## config.mk

```make
export PLATFORM = sky130hd
export DESIGN_NAME = dmem_req_ctrl
export DESIGN_NICKNAME = d
export VERILOG_FILES = /design/src/rtl/dmem_req_ctrl_pkg.sv /design/src/rtl/dmem_req_ctrl_load_ext.sv /design/src/rtl/dmem_req_ctrl.sv
export SDC_FILE = /design/constraint.sdc
export NUM_CORES = 1
export LEC_CHECK = 0
export CAP_MARGIN = 5
export CORE_UTILIZATION = 45
export CTS_CLUSTER_SIZE = 8
export DETAILED_ROUTE_END_ITERATION = 6
export PLACE_DENSITY = 0.8
export SETUP_SLACK_MARGIN = 0.02
export SLEW_MARGIN = 20
export SYNTH_ARGS = -nofsm -noshare
export SYNTH_HDL_FRONTEND = slang
export SYNTH_HIERARCHICAL = 1
export SYNTH_SLANG_ARGS = --single-unit
```

## constraint.sdc

```tcl
create_clock -name clk -period 4.3 [get_ports clk]
set_clock_uncertainty 0.1 [all_clocks]
set_input_delay 0.86 -clock clk [delete_from_list [all_inputs] [get_ports clk]]
set_output_delay 0.86 -clock clk [all_outputs]
set_load 0.1 [all_outputs]
```

## src/rtl/dmem_req_ctrl_pkg.sv

```systemverilog
// Shared types and constants for the data-memory request controller.
package dmem_req_ctrl_pkg;

   localparam int unsigned STALL_W       = 6;
   localparam int unsigned STALL_MEM_BIT = 3;
   localparam logic        NO_STOP       = 1'b0;
   localparam logic        STOP          = 1'b1;

   localparam int unsigned ADDR_W = 32;
   localparam int unsigned DATA_W = 32;
   localparam int unsigned STRB_W = 4;

   typedef enum logic [2:0] {
      LD_W  = 3'b000,
      LD_B  = 3'b001,
      LD_BU = 3'b010,
      LD_H  = 3'b011,
      LD_HU = 3'b100
   } ld_type_e;

   typedef enum logic [1:0] {
      DM_IDLE = 2'd0,
      DM_REQ  = 2'd1,
      DM_WAIT = 2'd2,
      DM_DONE = 2'd3
   } dm_state_e;

   typedef enum logic [1:0] {
      SIZE_B = 2'd0,
      SIZE_H = 2'd1,
      SIZE_W = 2'd2
   } bus_size_e;

   typedef struct packed {
      logic [ADDR_W-1:0] addr;
      logic [STRB_W-1:0] wstrb;
      logic [DATA_W-1:0] wdata;
      logic [2:0]        ld_type;
      logic [1:0]        size;
   } dmem_req_t;

   // Stores size from their strobes, loads from their type.
   function automatic logic [1:0] req_size(input logic [STRB_W-1:0] wstrb,
                                           input logic [2:0]        ld_type);
      logic [1:0] size;
      size = SIZE_W;
      if (|wstrb) begin
         case (wstrb)
            4'b1111:          size = SIZE_W;
            4'b0011, 4'b1100: size = SIZE_H;
            default:          size = SIZE_B;
         endcase
      end else begin
         case (ld_type)
            LD_B, LD_BU: size = SIZE_B;
            LD_H, LD_HU: size = SIZE_H;
            default:     size = SIZE_W;
         endcase
      end
      return size;
   endfunction

endpackage

```

## src/rtl/dmem_req_ctrl_load_ext.sv

```systemverilog
// Lane select and sign/zero extension of raw bus read data.
module dmem_req_ctrl_load_ext
   import dmem_req_ctrl_pkg::*;
(
   input  logic [2:0]        ld_type,
   input  logic [1:0]        lane,
   input  logic [DATA_W-1:0] rdata,
   output logic [DATA_W-1:0] data_c
);

   logic [7:0]  byte_sel;
   logic [15:0] half_sel;

   always_comb begin
      byte_sel = rdata[7:0];
      case (lane)
         2'd0: byte_sel = rdata[7:0];
         2'd1: byte_sel = rdata[15:8];
         2'd2: byte_sel = rdata[23:16];
         2'd3: byte_sel = rdata[31:24];
         default: byte_sel = rdata[7:0];
      endcase
      half_sel = lane[1] ? rdata[31:16] : rdata[15:0];

      data_c = rdata;
      case (ld_type)
         LD_B:    data_c = {{24{byte_sel[7]}}, byte_sel};
         LD_BU:   data_c = {24'd0, byte_sel};
         LD_H:    data_c = {{16{half_sel[15]}}, half_sel};
         LD_HU:   data_c = {16'd0, half_sel};
         default: data_c = rdata;
      endcase
   end

endmodule

```

## src/rtl/dmem_req_ctrl.sv

```systemverilog
// Sequences one EX-stage memory access at a time onto a split req/addr_ok/data_ok bus,
// stalling the pipeline until the response (or a timeout) arrives.
module dmem_req_ctrl
   import dmem_req_ctrl_pkg::*;
#(
   parameter int unsigned TIMEOUT_CYC = 255
) (
   input  logic               clk,
   input  logic               rst,
   input  logic [STALL_W-1:0] stall,
   input  logic               ex_mem_en,
   input  logic [STRB_W-1:0]  ex_mem_wen,
   input  logic [2:0]         ex_mem_ld_type,
   input  logic [ADDR_W-1:0]  ex_mem_addr,
   input  logic [DATA_W-1:0]  ex_mem_wdata,
   output logic               bus_req,
   output logic               bus_wr,
   output logic [1:0]         bus_size,
   output logic [ADDR_W-1:0]  bus_addr,
   output logic [STRB_W-1:0]  bus_wstrb,
   output logic [DATA_W-1:0]  bus_wdata,
   input  logic               bus_addr_ok,
   input  logic               bus_data_ok,
   input  logic [DATA_W-1:0]  bus_rdata,
   output logic               stallreq_mem,
   output logic [DATA_W-1:0]  mem_rdata,
   output logic               mem_done,
   output logic               bus_err
);

   localparam int unsigned CNT_W = $clog2(TIMEOUT_CYC + 1);

   dm_state_e         state;
   dmem_req_t         req_q;
   dmem_req_t         new_req;
   logic [CNT_W-1:0]  tmo_cnt;
   logic [DATA_W-1:0] ext_data;
   logic [DATA_W-1:0] result;
   logic              advance;
   logic              timeout;
   logic              unused_stall;

   assign new_req = '{addr:    ex_mem_addr,
                      wstrb:   ex_mem_wen,
                      wdata:   ex_mem_wdata,
                      ld_type: ex_mem_ld_type,
                      size:    req_size(ex_mem_wen, ex_mem_ld_type)};

   assign advance      = (stall[STALL_MEM_BIT] == NO_STOP);
   assign timeout      = (tmo_cnt == CNT_W'(TIMEOUT_CYC - 1));
   assign unused_stall = ^{stall[STALL_W-1:STALL_MEM_BIT+1], stall[STALL_MEM_BIT-1:0]};

   dmem_req_ctrl_load_ext u_load_ext (
      .ld_type (req_q.ld_type),
      .lane    (req_q.addr[1:0]),
      .rdata   (bus_rdata),
      .data_c  (ext_data)
   );

   // Stores complete with a zero result.
   assign result = (|req_q.wstrb) ? '0 : ext_data;

   // Bus payload comes straight from the captured request registers.
   assign bus_req   = (state == DM_REQ);
   assign bus_wr    = |req_q.wstrb;
   assign bus_size  = req_q.size;
   assign bus_addr  = req_q.addr;
   assign bus_wstrb = req_q.wstrb;
   assign bus_wdata = req_q.wdata;
   assign mem_done  = (state == DM_DONE);

   // Must rise in the issue cycle, before the FSM has left IDLE.
   assign stallreq_mem = ((state == DM_IDLE) && ex_mem_en) ||
                         (state == DM_REQ) || (state == DM_WAIT);

   always_ff @(posedge clk or posedge rst) begin
      if (rst) begin
         state     <= DM_IDLE;
         req_q     <= '0;
         tmo_cnt   <= '0;
         mem_rdata <= '0;
         bus_err   <= 1'b0;
      end else begin
         bus_err <= 1'b0;
         case (state)
            DM_IDLE: begin
               if (ex_mem_en) begin
                  req_q   <= new_req;
                  tmo_cnt <= '0;
                  state   <= DM_REQ;
               end
            end
            DM_REQ: begin
               if (bus_addr_ok && bus_data_ok) begin
                  mem_rdata <= result;
                  state     <= DM_DONE;
               end else if (timeout) begin
                  bus_err   <= 1'b1;
                  mem_rdata <= '0;
                  state     <= DM_DONE;
               end else begin
                  tmo_cnt <= tmo_cnt + CNT_W'(1);
                  if (bus_addr_ok) begin
                     state <= DM_WAIT;
                  end
               end
            end
            DM_WAIT: begin
               if (bus_data_ok) begin
                  mem_rdata <= result;
                  state     <= DM_DONE;
               end else if (timeout) begin
                  bus_err   <= 1'b1;
                  mem_rdata <= '0;
                  state     <= DM_DONE;
               end else begin
                  tmo_cnt <= tmo_cnt + CNT_W'(1);
               end
            end
            DM_DONE: begin
               if (advance) begin
                  if (ex_mem_en) begin
                     req_q   <= new_req;
                     tmo_cnt <= '0;
                     state   <= DM_REQ;
                  end else begin
                     state <= DM_IDLE;
                  end
               end
            end
            default: state <= DM_IDLE;
         endcase
      end
   end

endmodule

```

* After elaboration in Yosys (flattened, before gate mapping)
Cells that the tools add are included.
** Word-level totals
- Bits in registers :: 116
- Bits in latches :: 0
- Memory bits (writable) :: 0
- ROM bits :: 0
- Output and inout port bits :: 107
- Memories :: 0
** Cells by class
- $add $sub $neg :: 1
- Multiply operators :: 0
- Div/mod/pow operators :: 0
- Order comparisons :: 0
- Eq/ne operators :: 24
- Shift operators :: 0
- Muxes and demuxes :: 33
- Bitwise operators :: 0
- Reduce and logical (&&, ||, !) cells :: 16
** Operator list (count)
- $mux W73 :: 2
- $pmux W73 S2 :: 1
- $mux W32 :: 4
- $pmux W32 S4 :: 1
- $pmux W32 S2 :: 1
- $pmux W8 S4 :: 2
- $mux W8 :: 5
- $mux W16 :: 1
- $mux W2 :: 8
- $eq A3 B2 Y1 const B :: 4
- $add A8 B1 Y8 const B :: 1
- $eq A2 B2 Y1 const B :: 4
- $eq A4 B4 Y1 const B :: 2
- $eq A8 B8 Y1 const B :: 1
- $ne A2 B2 Y1 const B :: 4
- $pmux W2 S2 :: 2
- $pmux W2 S4 :: 1
- $reduce_or A4 Y1 :: 2
- $eq A3 B1 Y1 const B :: 2
- $eq A3 B3 Y1 const B :: 2
- $reduce_or A2 Y1 :: 3
- $eq A2 B1 Y1 const B :: 2
- $eq A4 B2 Y1 const B :: 1
- $logic_not A2 Y1 :: 2
- 10 further kinds :: 16

* Depth between registers and ports, before layout
- Depth after elaboration :: 7
- Mapped depth :: 8
- Depth with buffers taken out :: 6

* By module
Netlist, hierarchy kept.
** By module, submodules not included
- dmem_req_ctrl :: times used 1, cells an instance 398, area an instance 5272.6 um^2, seq. area each 2902.8 um^2
- dmem_req_ctrl_load_ext :: times used 1, cells an instance 99, area an instance 883.3 um^2, seq. area each 0.0 um^2

* Worst setup path after synthesis
No wires, ideal clock.
- Kind :: register to output
- Start point :: register state[1]
- End point :: output port stallreq_mem
- Arrival :: 2.108 ns
- Path slack :: 1.232 ns
- Cell stages (with the launch flop) :: 4
- Cell sequence :: dfrtp_1 > inv_1 > ha_1 > a211o_1
** Between the ends
- Elaborated cells on any way between the ends :: 6
- Those cells by class :: eq/ne (2); reduce/logical (4)
** RTL lines
- from (decl) :: line dmem_req_ctrl.sv:33 : dm_state_e state;
- from (signal assigned) :: line dmem_req_ctrl.sv:78 : state <= DM_IDLE;
- from (signal assigned) :: line dmem_req_ctrl.sv:90 : state <= DM_REQ;
- from (signal assigned) :: line dmem_req_ctrl.sv:96 : state <= DM_DONE;
- $eq A2 B1 Y1
- net bus_req :: line dmem_req_ctrl.sv:16 : output logic bus_req,
- $logic_or A1 B1 Y1 :: line dmem_req_ctrl.sv:73 : assign stallreq_mem = ((state == DM_IDLE) && ex_mem_en) ||
- $logic_or A1 B1 Y1 :: line dmem_req_ctrl.sv:74 : (state == DM_REQ) || (state == DM_WAIT);
- to (decl) :: line dmem_req_ctrl.sv:25 : output logic stallreq_mem,
The timed path passes the listed nets, and every way through them passes these cells.

* Worst setup path in the final report
- Start point :: register state[1]
- End point :: output port bus_req
** Between the ends
- Longest elaborated chain between the ends :: 1
** Ends and longest elaborated chain
- $eq A2 B1 Y1 :: line dmem_req_ctrl.sv:64 : assign bus_req = (state == DM_REQ);
- to (decl) :: line dmem_req_ctrl.sv:16
Every way passes these cells.

==> out/metrics.yaml <==
run_status: "finished clean"
grt_pass1_vias: 4754
cts_setup_buffers: 0
floorplan.die.width_um: 119
worst_skew_pair.late_latency_ns: 0.40
final_antenna_diode_count: 0
warning_count_from_the_yosys_run: 6
mappedNetlistNets: 618
timing.hold.worst_endpoint: "bus_size[1]"
tritoncts.num_buffers: 17
ctsResizeCount: 0
grt_first_pass_wirelength_mm: 24.3
max_freq_mhz: 295
synthesis.area_mm2: 0.00616
hold-path-cell-count: 2
place.gp.congestion: 0.881
period_share_pct: 78.7
synth_cells: 497
synthToLayoutAreaGrowth_pct: 37.8
vias: 4580
synth.yosys.seq_area_share_pct: 47.2
grt.total_usage_pct: 22.1
hold_class: "reg2reg"
numPortBuffers: 215
timing_max_transition_violations_final: 0
worst_ep_arrival_time_ns: 2.43
synth_xor_area_share_pct: 0.549
post_route_cells_drive_above_1_share_pct: 23.3
die-height_um: 119
detail_route.first_pass.iterations: 5
maxCapViolations: 0
cts-root-to-sink-buffers: 2
fillerInstances: 976
final_layout_worst_hold_slack_ns: 0.388
clk_root_buffer_cell: "clkbuf_16"
min-delay-start: "bus_size[1]"
placement_rows: 42
synth_simple_gate_area_share_pct: 6.22
fin_setup_tns_ns: 0
timing.max_slew.rel_slack_pct: 31.0
globalRouteOverflowTotal: 0
postCtsHoldBufs: 0
antenna_found_initial: 0
clock_tree_from_tritoncts: "done"
synth-async-reset-ratio_pct: 100
dominant_combinational_cell_family_by_area_after_synthesis: "multiplexers"
timing.critical_path.required_ns: 3.34
placeableCoreArea_mm2: 0.0133
tightest_slew_ns: 1.03
dp.final_hpwl_mm: 10.9
routed_wirelength_mm: 15.1
timing.final.crit_period_ns: 3.39
rrSetupSlack_ns: 1.97
layout.nets: 762
wire_per_inst_um: 18.2
setup_slack_ns: 0.914
share_of_the_synthesized_area_in_compound_gates_ao_oa_aoi_oai_pct: 15.9
synth.top_cells.by_area: "dfrtp_1 (47%), mux2_2 (13%), buf_4 (9.1%)"
clock_tree.htree_level_count: 4
synth.largest_area_cell: "dfrtp_1"
synthMuxAreaShare_pct: 16.6
dominantRegCellSynth: "dfrtp_1"
setup.worst_path.class: "reg2out"
yosysTopAreaCellShare_pct: 47.2
netlist-cell-type-count: 54
setup_violations: 0
cts.sinks: 116
final_antenna_net_count: 0
worst_setup_path_startpoint: "state[1]"
critPathLaunchType: "flop"
path_max_fanout: 6
worst_setup_path_end_kind: "output pin"
postSynthAreaPerCell_um2: 12.4
starting_utilization_of_the_core_area_pct: 46.3
synth_seq_cells: 116
adder_cell_share_of_the_synthesized_area_pct: 1.42
reg2reg_depth: 5
regToRegStartpoint: "state[0]"
hold_viol_final: 0
layout_common_cells: "clkdlybuf4s50_1 (214), dfrtp_1 (116), mux2_2 (71)"
most_frequent_standard_cell_in_the_layout_excluding_fill_and_tap_cells: "clkdlybuf4s50_1"
floorplan.die_area_mm2: 0.0142
grt_start_max_net_pins: 49
r2r_end: "bus_addr[30]"
setup_repair_after_global_routing_missed_its_margin: "false"
layout.area.seq_mm2: 0.00290
multiInputGateArea_mm2: 0.00252
detail_route.drc_violations: 0
synth_edf_count: 0
cts.clk_slew.worst_paths_ns: 0.05
iteration_0_drc_count_of_the_detailed_router: 298
viasPerCell: 5.53
dp_worst_setup_slack_ns: 1.31
io-pin-count: 221
-- kinds of logic after synthesis --
logic type | after synthesis
buf+inv | 108
simple gates | 61
flops | 116
xor+xnor | 3
compound gates | 119
fa+ha+maj | 7
mux | 83
-- flip-flops by register name, indices dropped and copies added, names as in the netlist --
signal     cells
bus_addr      32
bus_err        1
bus_size       2
bus_wdata     32
bus_wstrb      4
mem_rdata     32
req_q          3
state          2
tmo_cnt        8
-- per-stage QoR --
stage               util [%]  cells  instance area, µm²
floorplan                  -    497                6160
detailed placement      59.4    798                7900
CTS                     63.8    828                8480
global route            63.8    828                8480
global placement        59.4    798                7900
finish                  63.8    828                8480
-- synthesized netlist by cell type (all sizes together) (5+ instances only) --
library cell	count
dfrtp	116
inv	10
nor2	5
mux4	8
clkbuf	6
a32oi	7
ha	7
mux2	71
nand3	5
o21ai	16
nor2b	5
nand2	16
a21o	17
a221o	13
and3	7
buf	92
a22o	33
a21oi	10
-- worst max-delay path, stage by stage (launching register included) --
cell             delay (ns)
dfrtp_1                0.40
inv_1                  0.14
ha_1                   0.30
clkdlybuf4s50_1        1.18
-- worst max path at each step --
stage                    endpoint  depth (start not counted)  slack [ns]
finish                    bus_req                          3        0.91
global route              bus_req                          3        0.80
CTS                       bus_req                          3        0.89
detailed placement  mem_rdata[20]                          6        1.31
global placement    mem_rdata[20]                          6        1.37
floorplan             bus_addr[0]                          1        0.27
-- metal layers --
layer  vias up  share of wire (%)  GRT usage, %  routed length (µm)
met5         -                  0             0                   0
met2       234                 50          36.6                7540
met1      2237                 40          26.4                6010
met4         0                3.1          10.4                 475
li1       2077                  -             -                   -
met3        32                7.0          6.56                1060
-- final cells by class --
class,instances,area share (%)
clock buffers,26,6.00
clock inverters,4,0.826
inverters,10,0.472
multi-input cells,273,29.7
flip-flops and latches,116,34.2
well taps,176,2.60
repair buffers,223,26.2
Power is left out: the tool's default activity adds up to more than one toggle a clock period on the data nets, which glitch-free logic cannot reach.
